`src/rtl/cpu_pipe_pkg.sv`:
```
// rtl/cpu_pipe_pkg.sv - shared constants and helpers for CPU pipeline registers
package cpu_pipe_pkg;

  localparam int PIPE_MODE_GLOBAL   = 0;
  localparam int PIPE_MODE_COLLAPSE = 1;

  // Width of an occupancy counter able to hold 0..stages inclusive
  function automatic int occ_width(input int stages);
    return $clog2(stages + 1);
  endfunction

endpackage

```
`src/rtl/pipe_stage_slot.sv`:
```
// rtl/pipe_stage_slot.sv - one valid+payload register slot of a pipeline register
module pipe_stage_slot
  import cpu_pipe_pkg::*;
#(
  parameter int DATA_W     = 32,
  parameter int FLUSH_ZERO = 1
) (
  input  logic              clk_i,
  input  logic              rst_i,
  input  logic              en_i,
  input  logic              flush_i,
  input  logic              valid_i,
  input  logic [DATA_W-1:0] data_i,
  output logic              valid_o,
  output logic [DATA_W-1:0] data_o
);

  logic              r_valid;
  logic [DATA_W-1:0] r_data;

  // Flush beats load; a slot without enable keeps its contents
  always_ff @(posedge clk_i or negedge rst_i) begin
    if (!rst_i) begin
      r_valid <= 1'b0;
      r_data  <= '0;
    end else if (flush_i) begin
      r_valid <= 1'b0;
      if (FLUSH_ZERO != 0) begin
        r_data <= '0;
      end
    end else if (en_i) begin
      r_valid <= valid_i;
      r_data  <= data_i;
    end
  end

  assign valid_o = r_valid;
  assign data_o  = r_data;

endmodule

```
`src/rtl/pipe_stage_reg.sv`:
```
// rtl/pipe_stage_reg.sv - parametrised multi-stage pipeline register with stall, flush and bubble collapse
module pipe_stage_reg
  import cpu_pipe_pkg::*;
#(
  parameter int DATA_W     = 32,
  parameter int STAGES     = 1,
  parameter int COLLAPSE   = 0,
  parameter int FLUSH_ZERO = 1
) (
  input  logic                         clk_i,
  input  logic                         rst_i,
  input  logic                         valid_i,
  input  logic [DATA_W-1:0]            data_i,
  input  logic                         stall_i,
  input  logic                         flush_i,
  output logic                         ready_o,
  output logic                         valid_o,
  output logic [DATA_W-1:0]            data_o,
  output logic [occ_width(STAGES)-1:0] occ_o
);

  localparam int OCC_W = occ_width(STAGES);

  if (STAGES < 1 || DATA_W < 1) begin : g_bad_params
    $error("pipe_stage_reg: STAGES and DATA_W must both be >= 1");
  end

  logic [STAGES-1:0] w_v;
  logic [DATA_W-1:0] w_d    [STAGES];
  logic [STAGES-1:0] w_en;
  logic [STAGES-1:0] w_ld_v;
  logic [DATA_W-1:0] w_ld_d [STAGES];
  logic              w_chain;
  logic [OCC_W-1:0]  w_occ;

  // Each slot loads from its upstream neighbour; slot 0 loads from the input port
  for (genvar k = 0; k < STAGES; k++) begin : g_slot
    if (k == 0) begin : g_first
      assign w_ld_v[k] = valid_i;
      assign w_ld_d[k] = data_i;
    end else begin : g_rest
      assign w_ld_v[k] = w_v[k-1];
      assign w_ld_d[k] = w_d[k-1];
    end

    pipe_stage_slot #(
      .DATA_W     (DATA_W),
      .FLUSH_ZERO (FLUSH_ZERO)
    ) u_slot (
      .clk_i   (clk_i),
      .rst_i   (rst_i),
      .en_i    (w_en[k]),
      .flush_i (flush_i),
      .valid_i (w_ld_v[k]),
      .data_i  (w_ld_d[k]),
      .valid_o (w_v[k]),
      .data_o  (w_d[k])
    );
  end

  // Stage enables: global stall, or a chain walking back from the output where empty slots always load
  always_comb begin
    w_en    = '0;
    w_chain = 1'b0;
    if (COLLAPSE == PIPE_MODE_COLLAPSE) begin
      w_chain          = !stall_i || !w_v[STAGES-1];
      w_en[STAGES-1]   = w_chain;
      for (int k = STAGES - 2; k >= 0; k--) begin
        w_chain = !w_v[k] || w_chain;
        w_en[k] = w_chain;
      end
    end else begin
      w_en = {STAGES{!stall_i}};
    end
  end

  // Occupancy is a popcount of the valid bits, so it can never exceed STAGES
  always_comb begin
    w_occ = '0;
    for (int k = 0; k < STAGES; k++) begin
      w_occ = w_occ + OCC_W'(w_v[k]);
    end
  end

  assign ready_o = w_en[0];
  assign valid_o = w_v[STAGES-1];
  assign data_o  = w_d[STAGES-1];
  assign occ_o   = w_occ;

endmodule

```
`config.mk`:
```
export PLATFORM = sky130hd
export DESIGN_NAME = pipe_stage_reg
export DESIGN_NICKNAME = d
export VERILOG_FILES = /design/src/rtl/cpu_pipe_pkg.sv /design/src/rtl/pipe_stage_slot.sv /design/src/rtl/pipe_stage_reg.sv
export SDC_FILE = /design/constraint.sdc
export NUM_CORES = 1
export LEC_CHECK = 0
export ABC_CLOCK_PERIOD_IN_PS = 860
export CORE_MARGIN = 2
export CORE_UTILIZATION = 40
export CTS_BUF_LIST = sky130_fd_sc_hd__clkbuf_4
export DETAILED_ROUTE_END_ITERATION = 8
export PLACE_DENSITY_LB_ADDON = 0.25
export SLEW_MARGIN = 20
export SYNTH_ARGS = -nofsm -noshare
export SYNTH_HDL_FRONTEND = slang
export SYNTH_SLANG_ARGS = --single-unit
export TNS_END_PERCENT = 1
```
`constraint.sdc`:
```
create_clock -name clk_i -period 0.86 [get_ports clk_i]
set_input_delay 0.172 -clock clk_i [delete_from_list [all_inputs] [get_ports clk_i]]
set_output_delay 0.172 -clock clk_i [all_outputs]
set_load 0.02 [all_outputs]
```
Word-level counts from Yosys, hierarchy flattened
Cells that the tools add are included.

Eq/ne operators: 1. Muxes and demuxes: 4. Reduce and logical (&&, ||, !) cells: 1.

Operators with widths (number): $mux 32 (2); $mux 1 (2); $ne 2x1->1 const B (1); $logic_not 1->1 (1).

Register bits after elaboration: 33. Input port bits: 37. Output and inout port bits: 35.

Depth between registers and ports, before layout
Gate-level depths: netlist of run 1.

Depth after elaboration: 2. Depth in mapped cells: 4. Gate-level depth less buffers: 2.

Cells and area by module
A second synthesis of run 1 with hierarchy kept.

Cell total of the unflattened synthesis: 109. Area total of the unflattened synthesis: 1378.8 um^2.

Modules (own cells, without submodules): pipe_stage_slot (times used 1, cells an instance 107, area an instance 1367.6 um^2, sequential area each 825.8 um^2); pipe_stage_reg (times used 1, cells an instance 2, area an instance 11.3 um^2, sequential area each 0.0 um^2).

Worst setup path before layout of run 1
Ideal clock, no wire load.

Path kind: register to output. Start point: register g_slot[0].u_slot.r_valid. End point: output port valid_o. Data arrival time: 0.626 ns. Data required time: 0.688 ns. Slack: 0.062 ns. Cell stages (with the launch flop): 2. Path buffers: 1. Cells stage by stage: dfrtp_1 buf_4.

RTL lines: start, declared (RTL line pipe_stage_slot.sv:18) `logic r_valid;`; start signal, assigned (RTL line pipe_stage_slot.sv:32) `r_valid <= valid_i;`; end, declared (RTL line pipe_stage_reg.sv:17) `output logic valid_o,`.

No word-level cell between the ends.

Worst setup path after layout of run 1
Start point: register g_slot[0].u_slot.r_valid. End point: output port occ_o.

RTL lines: end, declared (RTL line pipe_stage_reg.sv:19) `output logic [occ_width(STAGES)-1:0] occ_o`.

No word-level cell between the ends.

==> results.cfg, run 1 <==
[synthesis]
synthDistinctLibCells = 9
synth_common_cells = dfrtp_1 (33), mux2i_1 (33), nor2_1 (33)
synth-seq-cells = 33
syn_area_per_cell_um2 = 12.7
ys_seq_area_share_pct = 59.8
synth_flop_cell = dfrtp_1
syn_area_um2 = 1380
synth_area_leader_cell = dfrtp_1
synth-edff-count = 0
syn-instance-count = 109
synthesis.nets = 146
synthArstFlopShare_pct = 100
synth.top_cell.area_share_pct = 59.8
ys_warn_count = 0
synth_area_leaders = dfrtp_1 (60%), mux2i_1 (24%), nor2_1 (9.0%)

[global_routing]
grt_usage_pct = 16.0
grt_max_degree = 34
grt_pass1_wl_um = 4970
overflow = 0
antenna_found_initial = 0
grt_pass1_vias = 1120

[drt]
wirelength_um = 2920
drt-vias-per-instance = 4.58
drc = 0
wl_per_cell_um = 12.6
num_vias = 1057
first_pass_iters = 4
drt_iter0_markers = 38
postRouteAntennaNets = 0

[cells_and_area]
area_delta_synth_final_pct = 46.1
drive_gt1_share_pct = 26.5
nNetsFinal = 221
fillCellCount = 295
antenna_cells = 0
fin_util_pct = 60.5

[sta]
hold_violations = 0
worst_pin_slew_ns = 0.311
slew_headroom_pct = 79.2
fin_crit_sh_pct = 123
timing.final.ws_setup_ns = -0.200
setup_violations = 34
rsz0062_at_grt = true
drv_slew = 0
holdWs_ns = 0.224
max_freq_mhz = 944
clock_skew_ns = 0
min_period_ns = 1.06

[hold_path]
worstHoldPathType = input pin to async pin

[worst_setup_path]
crit_family = flip-flops
cp_num_buf_inv = 1
worstPathRequired_ns = 0.69
rr_endpoint = g_slot[0].u_slot.data_o[23]
r2r_cells = 3
r2r_setup_slack_ns = 0.06
reg2reg_from = g_slot[0].u_slot.data_o[23]
cp_cell_sequence = buf_2
crit_type = flop to output port
critical_path_arrival_ns = 0.89
cp-start-kind = flop
cp_max_fo = 3
critical_path.endpoint_type = output port
max_stage_delay_ns = 0.41
cpMaxStageDelayCell = dfrtp_1

[power]
p_clk_share_pct = 27.4
combPwrFrac_pct = 20.3
power_density_nw_per_um2 = 1590
p_leak_nw = 1.09
peakVddDrop_mv = 0.853
p_seq_share_pct = 52.3
p_int_mw = 2.39
swShare_pct = 25.8
power.switching_mw = 0.829

[clocking]
clk_pin_slew_ns = 0.09
cts_setup_buffers = 0
cts_tree = done
cts_buffers = 5
clock_latency_ns = 0.31
clkSinkCount = 33
cts-root-buf = clkbuf_4
htree_levels = 2
clock_path_buffers = 2

[floorplanning]
die_h_um = 62.8
rows = 21
die-area_um2 = 3940
start_util_pct = 41.4
core-area_um2 = 3340
die_w_um = 62.8
num_io_pins = 72

[run_status]
violations = setup timing
status = finished with violations

[placed_design]
place.port_buffers = 71
place.gp.congestion = 0.708
hpwl_um = 2190

[job]
max_cap_violations = 0
==> metrics by stage <==
stage / cell area (µm²) / power (mW) / cells / setup TNS [ns] / setup WS [ns]
after CTS: 1990 / 3.26 / 231 / -6.48 / -0.222
after floorplan: 1380 / 2.05 / 109 / 0 / 0.0622
after global routing: 2020 / 3.40 / 231 / -7.62 / -0.252
after global placement: 2100 / 2.43 / 223 / -14.76 / -0.265
final: 2020 / 3.22 / 231 / -5.70 / -0.200
after detailed placement: 2100 / 2.45 / 223 / -15.27 / -0.296
==> logic make-up (layout without fill, tap and decap cells) <==
logic type / count (synthesis) / in the layout / share of synthesized area, %
multiplexers: 33 / 33 / 23.9
flip-flops: 33 / 33 / 59.8
AND/OR/NAND/NOR: 33 / 33 / 8.97
buffers and inverters: 10 / 86 / 7.34
==> layout by cell type (no fill, tap or decap) <==
| cell | count |
|---|---|
| mux2i_1 | 33 |
| buf_4 | 5 |
| buf_12 | 1 |
| clkdlybuf4s50_1 | 35 |
| clkbuf_4 | 8 |
| nor2_1 | 33 |
| dfrtp_1 | 33 |
| buf_2 | 31 |
| buf_6 | 4 |
| inv_1 | 1 |
| dlygate4sd2_1 | 1 |
==> layer usage <==
layer,share of wire (%),track usage (%),wire length [µm],up-vias
met5,0,0,0,-
met4,0,4.17,0,0
met3,9.1,7.57,266,0
met2,50,27.6,1450,43
met1,41,17.9,1210,510
li1,-,-,-,504
==> state kept, by name, summed over array words and instances, names as in the netlist <==
| register | flops |
|---|---|
| g_slot.u_slot.valid_o | 1 |
| g_slot.u_slot.data_o | 32 |
==> timing repair <==
action                                  4_1_cts  5_1_grt
pin swaps                                     0        1
hold buffers                                  0        0
gates resized for setup                     137        8
endpoints found under the setup margin       35       35
==> layout make-up <==
class                           instances  area, µm²  share of cell area (%)
Clock buffer                            8       60.1                    2.98
Timing Repair Buffer                   77        617                    30.6
Sequential cell                        33        826                    40.9
Multi-Input combinational cell         66        454                    22.5
Tap cell                               46       57.6                    2.85
Inverter                                1       3.75                   0.186
==> power by group through the flow <==
stage	combinational [mW]	clock, mW	sequential, mW
after floorplan	0.229	0	1.82
after global placement	0.725	0	1.71
after detailed placement	0.737	0	1.71
after CTS	0.652	0.923	1.68
after global routing	0.706	0.999	1.69
final	0.653	0.880	1.68
==> worst max-delay path by stage <==
stage	startpoint	slack [ns]	cells after the start	to
floorplan	g_slot[0].u_slot.valid_o	0.06	1	valid_o
global placement	g_slot[0].u_slot.valid_o	-0.26	1	occ_o
detailed placement	g_slot[0].u_slot.valid_o	-0.30	1	occ_o
CTS	g_slot[0].u_slot.valid_o	-0.22	1	occ_o
global route	g_slot[0].u_slot.valid_o	-0.25	1	occ_o
finish	g_slot[0].u_slot.valid_o	-0.20	1	occ_o
Power figures use the tool's default switching activity.
==> inputs of run 2 (changes only) <==
--- a/config.mk
+++ b/config.mk
@@ -6,6 +6,7 @@
 export NUM_CORES = 1
 export LEC_CHECK = 0
 export ABC_CLOCK_PERIOD_IN_PS = 860
+export CORE_ASPECT_RATIO = 1.75
 export CORE_MARGIN = 2
 export CORE_UTILIZATION = 40
 export CTS_BUF_LIST = sky130_fd_sc_hd__clkbuf_4
==> constraint.sdc (replaced) <==
create_clock -name clk_i -period 0.86 [get_ports clk_i]
set_input_delay 0.172 -clock clk_i [delete_from_list [all_inputs] [get_ports clk_i]]
set_output_delay 0.172 -clock clk_i [all_outputs]
set_load 0.05 [all_outputs]
==> run 2 against run 1 <==
The flow still finishes with violations (setup timing). Global-route usage up 4.0 points. Sequential power up 4%. Final cell count down 1.3%. Final area up 25%. Worst setup slack worse by 0.047 ns. Register-to-register slack better by 0.02 ns. Combinational power up 78%. Via count up 0.38%. Utilization up 15 points. Routed wire length up 20%. Count of clock-buffer cells in the layout down 2. Clock skew unchanged. Largest power group unchanged.
==> results.cfg, run 2 (synthesis gave the netlist of run 1 again) <==
[run_status]
status = finished with violations
violations = setup timing

[placed_design]
place.port_buffers = 71
placed_area_um2 = 2460
hpwl_um = 2760
place.gp.congestion = 0.685
detailedPlace.worstSlack_ns = -0.242
place_inst = 220

[sta]
holdWs_ns = 0.212
rsz0062_at_grt = true
timing.final.ws_setup_ns = -0.247
hold_violations = 0
max_freq_mhz = 904
tns_ns = -7.44
fin_crit_sh_pct = 129
slew_headroom_pct = 85.1
min_period_ns = 1.11
clock_skew_ns = 0
worst_pin_slew_ns = 0.223
drv_slew = 0
setup_violations = 35

[power]
power_density_nw_per_um2 = 1470
p_leak_nw = 1.20
peakVddDrop_mv = 1.18
p_total_mw = 3.71

[clocking]
clock_path_buffers = 2
hold_buffers = 0
clk_pin_slew_ns = 0.09
clock_latency_ns = 0.32
cts_setup_buffers = 0
cts_tree = done
htree_levels = 2
cts-root-buf = clkbuf_4
clkSinkCount = 33
cts_buffers = 5

[cells_and_area]
final_cell_mix = buf_12 (37), clkdlybuf4s50_1 (35), mux2i_1 (33), nor2_1 (33), dfrtp_1 (32)
fin_util_pct = 75.6
nNetsFinal = 219
area_delta_synth_final_pct = 82.1
antenna_cells = 0
drive_gt1_share_pct = 27.3
final_common_cell = buf_12
finalInstanceArea_um2 = 2510
largest_reg_flops = 32
final_cells = 228

[worst_setup_path]
worstPathRequired_ns = 0.69
max_stage_delay_ns = 0.46
critical_path.endpoint_type = output port
crit_type = flop to output port
r2r_cells = 2
cp_cell_sequence = buf_12
cp-start-kind = flop
crit_family = flip-flops
cpMaxStageDelayCell = dfrtp_2
cp_num_buf_inv = 1
cp_max_fo = 3
crit_cells = 1
r2r_setup_slack_ns = 0.08
critical_path_arrival_ns = 0.93

[floorplanning]
num_io_pins = 72
start_util_pct = 41.5
die_h_um = 81.7
die_w_um = 48.4
rows = 28
die-area_um2 = 3960
core-area_um2 = 3330

[global_routing]
antenna_found_initial = 0
grt_pass1_wl_um = 5890
grt_usage_pct = 20.1
grt_pass1_vias = 1179
overflow = 0
grt_max_degree = 34

[drt]
postRouteAntennaNets = 0
drt_iter0_markers = 28
wl_per_cell_um = 15.3
drt-vias-per-instance = 4.65
first_pass_iters = 4
num_vias = 1061
wirelength_um = 3490
drc = 0

[hold_path]
worstHoldPathType = input pin to async pin

[job]
max_cap_violations = 0
==> run 2: cell types whose count changed in the layout (fill, tap and decap cells not counted), sizes merged <==
cell,before,now
inv,1,0
clkinvlp,0,1
clkbuf,8,6
clkinv,0,2
dlygate4sd2,1,0
buf,41,40
==> run 2: path summary, 6_finish.rpt <==
path | start | endpoint
hold reg to reg | g_slot[0].u_slot.data_o[4] | g_slot[0].u_slot.data_o[4]
hold / removal | rst_i | g_slot[0].u_slot.data_o[25]
max in group asynchronous | rst_i | g_slot[0].u_slot.valid_o
min in group clk_i | stall_i | g_slot[0].u_slot.data_o[18]
setup / recovery | g_slot[0].u_slot.valid_o | valid_o
setup reg to reg | g_slot[0].u_slot.data_o[3] | g_slot[0].u_slot.data_o[3]
==> run 2: area by class of cell <==
class                   count  area, µm²
repair buffers             75       1110
multi-input cells          66        454
clock buffers               6       45.0
inverters                   1       7.51
flip-flops and latches     33        827
well taps                  45       56.3
clock inverters             2       10.0
fillers                   224        813
==> run 2: power by group <==
group	internal (mW)	switching (mW)
logic	0.603	0.555
clock network	0.342	0.468
registers	1.64	0.103
total	2.58	1.13
==> run 2: repair_timing <==
action                                 CTS  global route
resized for setup                        1             0
endpoints found under the hold margin    0             0
setup endpoints to repair               35            35
==> run 2: per-layer routing <==
layer  vias up  wire [µm]  track usage, %
met2        45       2090            39.3
met1       509       1170            20.6
li1        502          -               -
met5         -          0               0
met4         0         38            6.00
met3         5        189            5.64
